### src/rtl/mc_ctrl_fsm.sv
// Multi-cycle ARM-subset control FSM: sequences fetch/decode/execute/memory
// steps, keeps its own NZCV register and gates all writes on the condition code.
module mc_ctrl_fsm #(
  parameter int WAIT_EN = 1,
  parameter int STATE_W = 4
) (
  input  logic               clk,
  input  logic               reset,
  input  logic [19:0]        Instr,
  input  logic [3:0]         ALUFlags,
  input  logic               MemReady,
  input  logic               Halt,
  output logic               PCWrite,
  output logic               MemWrite,
  output logic               RegWrite,
  output logic               IRWrite,
  output logic               AdrSrc,
  output logic [1:0]         RegSrc,
  output logic [1:0]         ALUSrcA,
  output logic [1:0]         ALUSrcB,
  output logic [1:0]         ResultSrc,
  output logic [1:0]         ImmSrc,
  output logic [1:0]         ALUControl,
  output logic [STATE_W-1:0] state,
  output logic               Halted
);

  // state  | meaning
  // FETCH  | read instruction, PC+4; parks here while Halt
  // DECODE | read registers, pick instruction class
  // MEMADR | compute load/store address
  // MEMRD  | load data read, waits for MemReady
  // MEMWB  | write loaded data to Rd
  // MEMWR  | store data write, waits for MemReady
  // EXECR  | ALU op with register operand
  // EXECI  | ALU op with immediate operand
  // ALUWB  | write ALU result to Rd
  // BRANCH | conditional PC update
  typedef enum logic [3:0] {
    FETCH  = 4'd0,
    DECODE = 4'd1,
    MEMADR = 4'd2,
    MEMRD  = 4'd3,
    MEMWB  = 4'd4,
    MEMWR  = 4'd5,
    EXECR  = 4'd6,
    EXECI  = 4'd7,
    ALUWB  = 4'd8,
    BRANCH = 4'd9
  } state_t;

  state_t      cur_st, nxt_st;
  logic [3:0]  nzcv;
  logic [3:0]  cond;
  logic [1:0]  op;
  logic [5:0]  funct;
  logic        rd_pc;
  logic        mem_rdy;
  logic        fetch_go;
  logic        cond_ex;
  logic [1:0]  alu_dec;
  logic        is_arith;
  logic        pc_w, mem_w, reg_w, ir_w;
  logic        unused_rn;

  assign cond      = Instr[19:16];
  assign op        = Instr[15:14];
  assign funct     = Instr[13:8];
  assign rd_pc     = (Instr[3:0] == 4'hF);
  assign unused_rn = ^Instr[7:4];

  assign mem_rdy  = (WAIT_EN != 0) ? MemReady : 1'b1;
  assign fetch_go = mem_rdy & ~Halt;

  always_comb begin
    cond_ex = 1'b0;
    case (cond)
      4'b0000: cond_ex = nzcv[2];
      4'b0001: cond_ex = ~nzcv[2];
      4'b0010: cond_ex = nzcv[1];
      4'b0011: cond_ex = ~nzcv[1];
      4'b0100: cond_ex = nzcv[3];
      4'b0101: cond_ex = ~nzcv[3];
      4'b0110: cond_ex = nzcv[0];
      4'b0111: cond_ex = ~nzcv[0];
      4'b1000: cond_ex = nzcv[1] & ~nzcv[2];
      4'b1001: cond_ex = ~nzcv[1] | nzcv[2];
      4'b1010: cond_ex = (nzcv[3] == nzcv[0]);
      4'b1011: cond_ex = (nzcv[3] != nzcv[0]);
      4'b1100: cond_ex = ~nzcv[2] & (nzcv[3] == nzcv[0]);
      4'b1101: cond_ex = nzcv[2] | (nzcv[3] != nzcv[0]);
      4'b1110: cond_ex = 1'b1;
      default: cond_ex = 1'b0;
    endcase
  end

  always_comb begin
    alu_dec  = 2'b00;
    is_arith = 1'b0;
    case (funct[4:1])
      4'b0100: begin alu_dec = 2'b00; is_arith = 1'b1; end
      4'b0010: begin alu_dec = 2'b01; is_arith = 1'b1; end
      4'b0000: alu_dec = 2'b10;
      4'b1100: alu_dec = 2'b11;
      default: alu_dec = 2'b00;
    endcase
  end

  always_ff @(posedge clk or negedge reset) begin
    if (!reset) cur_st <= FETCH;
    else        cur_st <= nxt_st;
  end

  // Flags are written at the end of execute, so the condition seen this cycle is pre-update.
  always_ff @(posedge clk or negedge reset) begin
    if (!reset) begin
      nzcv <= 4'b0000;
    end else if ((cur_st == EXECR || cur_st == EXECI) && cond_ex && funct[0]) begin
      nzcv[3:2] <= ALUFlags[3:2];
      if (is_arith) nzcv[1:0] <= ALUFlags[1:0];
    end
  end

  always_comb begin
    nxt_st     = cur_st;
    pc_w       = 1'b0;
    mem_w      = 1'b0;
    reg_w      = 1'b0;
    ir_w       = 1'b0;
    AdrSrc     = 1'b0;
    ALUSrcA    = 2'b00;
    ALUSrcB    = 2'b00;
    ResultSrc  = 2'b00;
    ALUControl = 2'b00;
    case (cur_st)
      FETCH: begin
        ALUSrcA   = 2'b01;
        ALUSrcB   = 2'b10;
        ResultSrc = 2'b10;
        if (fetch_go) begin
          ir_w   = 1'b1;
          pc_w   = 1'b1;
          nxt_st = DECODE;
        end
      end
      DECODE: begin
        ALUSrcA   = 2'b01;
        ALUSrcB   = 2'b10;
        ResultSrc = 2'b10;
        case (op)
          2'b00:   nxt_st = funct[5] ? EXECI : EXECR;
          2'b01:   nxt_st = MEMADR;
          2'b10:   nxt_st = BRANCH;
          default: nxt_st = FETCH;
        endcase
      end
      MEMADR: begin
        ALUSrcB = 2'b01;
        nxt_st  = funct[0] ? MEMRD : MEMWR;
      end
      MEMRD: begin
        AdrSrc = 1'b1;
        if (mem_rdy) nxt_st = MEMWB;
      end
      MEMWR: begin
        AdrSrc = 1'b1;
        mem_w  = cond_ex;
        if (mem_rdy) nxt_st = FETCH;
      end
      MEMWB: begin
        ResultSrc = 2'b01;
        reg_w     = cond_ex;
        pc_w      = cond_ex & rd_pc;
        nxt_st    = FETCH;
      end
      EXECR: begin
        ALUControl = alu_dec;
        nxt_st     = ALUWB;
      end
      EXECI: begin
        ALUSrcB    = 2'b01;
        ALUControl = alu_dec;
        nxt_st     = ALUWB;
      end
      ALUWB: begin
        reg_w  = cond_ex;
        pc_w   = cond_ex & rd_pc;
        nxt_st = FETCH;
      end
      BRANCH: begin
        ALUSrcB   = 2'b01;
        ResultSrc = 2'b10;
        pc_w      = cond_ex;
        nxt_st    = FETCH;
      end
      default: nxt_st = FETCH;
    endcase
  end

  // Enables are masked by reset so nothing is written while reset is held low.
  assign PCWrite  = reset & pc_w;
  assign MemWrite = reset & mem_w;
  assign RegWrite = reset & reg_w;
  assign IRWrite  = reset & ir_w;
  assign Halted   = reset & (cur_st == FETCH) & Halt;

  assign ImmSrc = op;
  assign RegSrc = {(op == 2'b01) & ~funct[0], (op == 2'b10)};

  always_comb begin
    state      = '0;
    state[3:0] = cur_st;
  end

endmodule

### config.mk
export PLATFORM = sky130hd
export DESIGN_NAME = mc_ctrl_fsm
export DESIGN_NICKNAME = d
export VERILOG_FILES = /design/src/rtl/mc_ctrl_fsm.sv
export SDC_FILE = /design/constraint.sdc
export NUM_CORES = 1
export LEC_CHECK = 0
export ABC_AREA = 0
export CORE_MARGIN = 1.5
export CORE_UTILIZATION = 37
export DETAILED_ROUTE_END_ITERATION = 8
export GPL_TIMING_DRIVEN = 1
export PLACE_DENSITY = 0.79
export SYNTH_ARGS = -nofsm -noshare
export SYNTH_HDL_FRONTEND = slang
export SYNTH_SLANG_ARGS = --single-unit
### constraint.sdc
create_clock -name clk -period 2.8 [get_ports clk]
set_clock_uncertainty 0.2 [all_clocks]
set_input_delay 0.28 -clock clk [delete_from_list [all_inputs] [get_ports clk]]
set_output_delay 0.28 -clock clk [all_outputs]
set_load 0.01 [all_outputs]
==> results summary <==
The HPWL reported at the end of detailed placement came out at 1.95 mm. The path class of the tightest hold or removal check is in -> async. In the routed layout, each cell is associated on average with a via count of 5.32. The global-route track usage on met3 is 2.92%. The final wirelength came out at 2.55 mm. The number of flops mapped to enable cells by yosys is 0.

The power density over the cells came out at 664 nW/µm². The number of antenna violations at the first check in global routing is 0. The critical path depth came out at 7.

The final count of pins violating max slew was 0. The number of hold-repair buffers added at the cts stage came out at 0. The number of buffers added by the clock tree synthesis step is 3. The y dimension of the die is 51.1 µm. OpenSTA, run right after detailed placement, puts the worst setup slack at -103 ps. For this design, the slowest cell found on the critical path is sky130_fd_sc_hd__dfrtp_1. The worst setup path is captured at an output port. Entering global routing, the biggest net connects 20 pins.

For this run, the share of the core covered by cells in the final layout is 64.4%. The CTS tree is yes. Counting distinct cell types in the post-synthesis netlist gives 37.

The count of input and output buffers came out at 44. The setup slack of the worst register-to-register path came out at 530 ps. Leaving out fill and tap cells, the most frequent cell in the layout is sky130_fd_sc_hd__clkdlybuf4s50_1.

The root buffer cell chosen for the clock tree is sky130_fd_sc_hd__clkbuf_4. The highest clock frequency the design can meet is 0.395 GHz. The clock insertion delay at the later pin of the skew report is 250 ps. In this run the number of H-tree levels came out at 1. For this run, the slowest stage of the critical path takes 410 ps. The total setup violations reported at the end of the flow came out at 0. For this run, global-route usage on met2 was measured as 36.6%. The peak ir drop on the vdd network came out at 0.493 mV.

The run finished with clean final reports. The summed area of non-filler cells in the final layout came out at 1410 µm². The instance area after placement is 1370 µm². The synthesized cell area is 857 µm². The peak fanout along the critical path came out at 4.

The post-synthesis sequential element count came out at 8. The buffers plus inverters on the worst setup path came out at 1. The worst register-to-register path begins at nzcv[3]. The area enclosed by the die boundary is 2610 µm². In the final design database the tool counted 197 nets. The routed wire length per instance is 13.1 µm.

The initialized floorplan defines 17 standard-cell rows. Counting along the longest clock path gives a buffer depth of 2. In this run the critical register-to-register path is captured at nzcv[3].

The initial cell density of the core came out at 39.1%. The fraction of synthesis flops using an asynchronous set or reset pin is 100%. The number of cells in the finished layout apart from fillers is 195.

The number of nets produced by synthesis came out at 146. The number of global-route vias before repair came to 1,015. Counting tap cells, the placed design contains a total of 192 instances. The count of cells along the worst register-to-register path came out at 7. The detailed-route via count is 1,038.

The tool flagged a number of max-cap violations equal to 0. The signal on the critical path passes through nand2b_1, a2111oi_4, nor4_2, a21oi_2, nor2_1, nor3_1, dlygate4sd2_1. The final number of hold-violating endpoints came out at 0. The residual DRC count came out at 0. The final setup TNS came out at 0 ps. The worst setup path is launched from a register. Subtracting the final worst setup slack from the clock period gives 2530 ps. After layout, the design draws a total of 0.936 mW. The number of design-rule violations left by the first detailed-router iteration is 22. The tree built by TritonCTS fans out to 8 sinks. The global-route wire length before repair is 4.11 mm.

The count of nets left with antenna violations once routing finished came out at 0. The floorplan step defined a core boundary enclosing 2190 µm². Of the available clock period, the critical path in the final layout requires 90.5%. The share of layout cells above drive strength 1 came out at 13.8%. The global-route total usage across every layer is 19.8%. In this run the horizontal extent of the chip is 51.1 µm. The aggregate global routing overflow is 0.

The critical path start-end classification is reg -> out. In the synthesized netlist the dominant register cell turns out to be sky130_fd_sc_hd__dfrtp_1. For this run, global-route usage on met1 was measured as 23.4%. Setup repair after global routing left no endpoint under its margin.

The final estimated routing congestion in global placement is 0.866. The tightest hold margin came out at 175 ps. The arrival time reported for the critical path endpoint is 2050 ps. In the layout the commonest cells are sky130_fd_sc_hd__clkdlybuf4s50_1, sky130_fd_sc_hd__nor2_1, sky130_fd_sc_hd__nand2_1. The synthesis warning total came out at 0. The number of antenna repair diodes is 0. The final worst slack came out at 267 ps. The clock-pin slew of the registers on the worst-case setup and hold paths came out at 60 ps. Each instance of the synthesized netlist takes up on average 7.26 µm². The kind of cell with the highest combined delay along the critical path is simple AND/OR/NAND/NOR gates. The portion of the post-synthesis area used by sequential elements came out at 23.4%. The buffers inserted during post-CTS setup optimization is 0.

For this run, the detailed router's first-pass iteration total came to 4. For this design the static power due to leakage is 0.598 nW. The required time of the worst setup path came out at 2320 ps. In this run the count of I/O pins placed on the die edge is 50.

The post-synthesis cell count came out at 118. From synthesis to final layout, the design area changed by 64.5%. After global routing, the most crowded layer is met2.
state kept, by name, summed over array words and instances, names as in the netlist:
signal  count
state       4
nzcv        4
worst reg2reg max path, cell delays in order, from the launching register on:
cell and delay [ps]:
sky130_fd_sc_hd__dfrtp_1 410, sky130_fd_sc_hd__nand2b_1 190, sky130_fd_sc_hd__a2111oi_4 370, sky130_fd_sc_hd__nor4_2 100, sky130_fd_sc_hd__a21oi_2 170, sky130_fd_sc_hd__buf_4 130
sky130_fd_sc_hd__o2111a_1 240, sky130_fd_sc_hd__mux2_1 330
worst max path at each step:
stage / from / endpoint / slack, ps
after floorplan: state[2] / PCWrite / 630
after global placement: Instr[16] / RegWrite / -50
after detailed placement: Instr[16] / RegWrite / -100
after CTS: Instr[3] / PCWrite / 2
after global routing: Instr[18] / RegWrite / 130
final: nzcv[3] / RegWrite / 270
cell usage after synthesis (2+ instances only):
cell | instances | share of area, %
sky130_fd_sc_hd__nand3_1 | 3 | 1.8
sky130_fd_sc_hd__a21boi_0 | 2 | 1.8
sky130_fd_sc_hd__nor2b_1 | 4 | 2.9
sky130_fd_sc_hd__a21oi_1 | 7 | 4.1
sky130_fd_sc_hd__mux2_2 | 2 | 2.6
sky130_fd_sc_hd__inv_1 | 6 | 2.6
sky130_fd_sc_hd__o21ai_0 | 5 | 2.9
sky130_fd_sc_hd__mux2_1 | 2 | 2.6
sky130_fd_sc_hd__nand2b_1 | 3 | 2.2
sky130_fd_sc_hd__dfrtp_1 | 8 | 23
sky130_fd_sc_hd__nor4_1 | 3 | 2.2
sky130_fd_sc_hd__a31oi_1 | 2 | 1.5
sky130_fd_sc_hd__o22ai_1 | 3 | 2.2
sky130_fd_sc_hd__or3_1 | 2 | 1.5
sky130_fd_sc_hd__xnor2_1 | 6 | 6.1
sky130_fd_sc_hd__nor3_1 | 7 | 4.1
sky130_fd_sc_hd__clkbuf_1 | 5 | 2.2
sky130_fd_sc_hd__nand2_1 | 12 | 5.3
sky130_fd_sc_hd__nor2_1 | 15 | 6.6
sky130_fd_sc_hd__buf_4 | 3 | 2.6
sky130_fd_sc_hd__o211ai_1 | 2 | 1.8
timing repair:
item,in CTS,in global routing
pin swaps,0,1
resized for setup,5,3
setup endpoints to repair,3,2
area by class of cell:
type,instances,area (µm²)
clock buffer,3,22.5
tap,28,35.0
timing repair buffer,55,523
multi-input combinational,95,607
fill,200,781
sequential,8,200
inverter,6,22.5
where the power goes:
part	leakage (nW)	switching, mW	internal, mW
logic	0.478	0.324	0.327
registers	0.106	0.0411	0.156
clock network	0.0138	0.0387	0.0490
total	0.598	0.404	0.532
kinds of logic after synthesis:
kind of cell / after synthesis / synth area share (%)
simple gates: 56 / 34.6
compound gates: 27 / 21.2
buf+inv: 15 / 8.03
flops: 8 / 23.4
xor+xnor: 7 / 7.15
mux: 4 / 5.26
other cells: 1 / 0.438
per-layer routing:
layer / part of all wire, % / up-vias
met5: 0 / -
met1: 43 / 486
li1: - / 519
met3: 6.0 / 2
met4: 0.74 / 0
met2: 50 / 31
No activity file was read; power rests on OpenSTA's default activity.
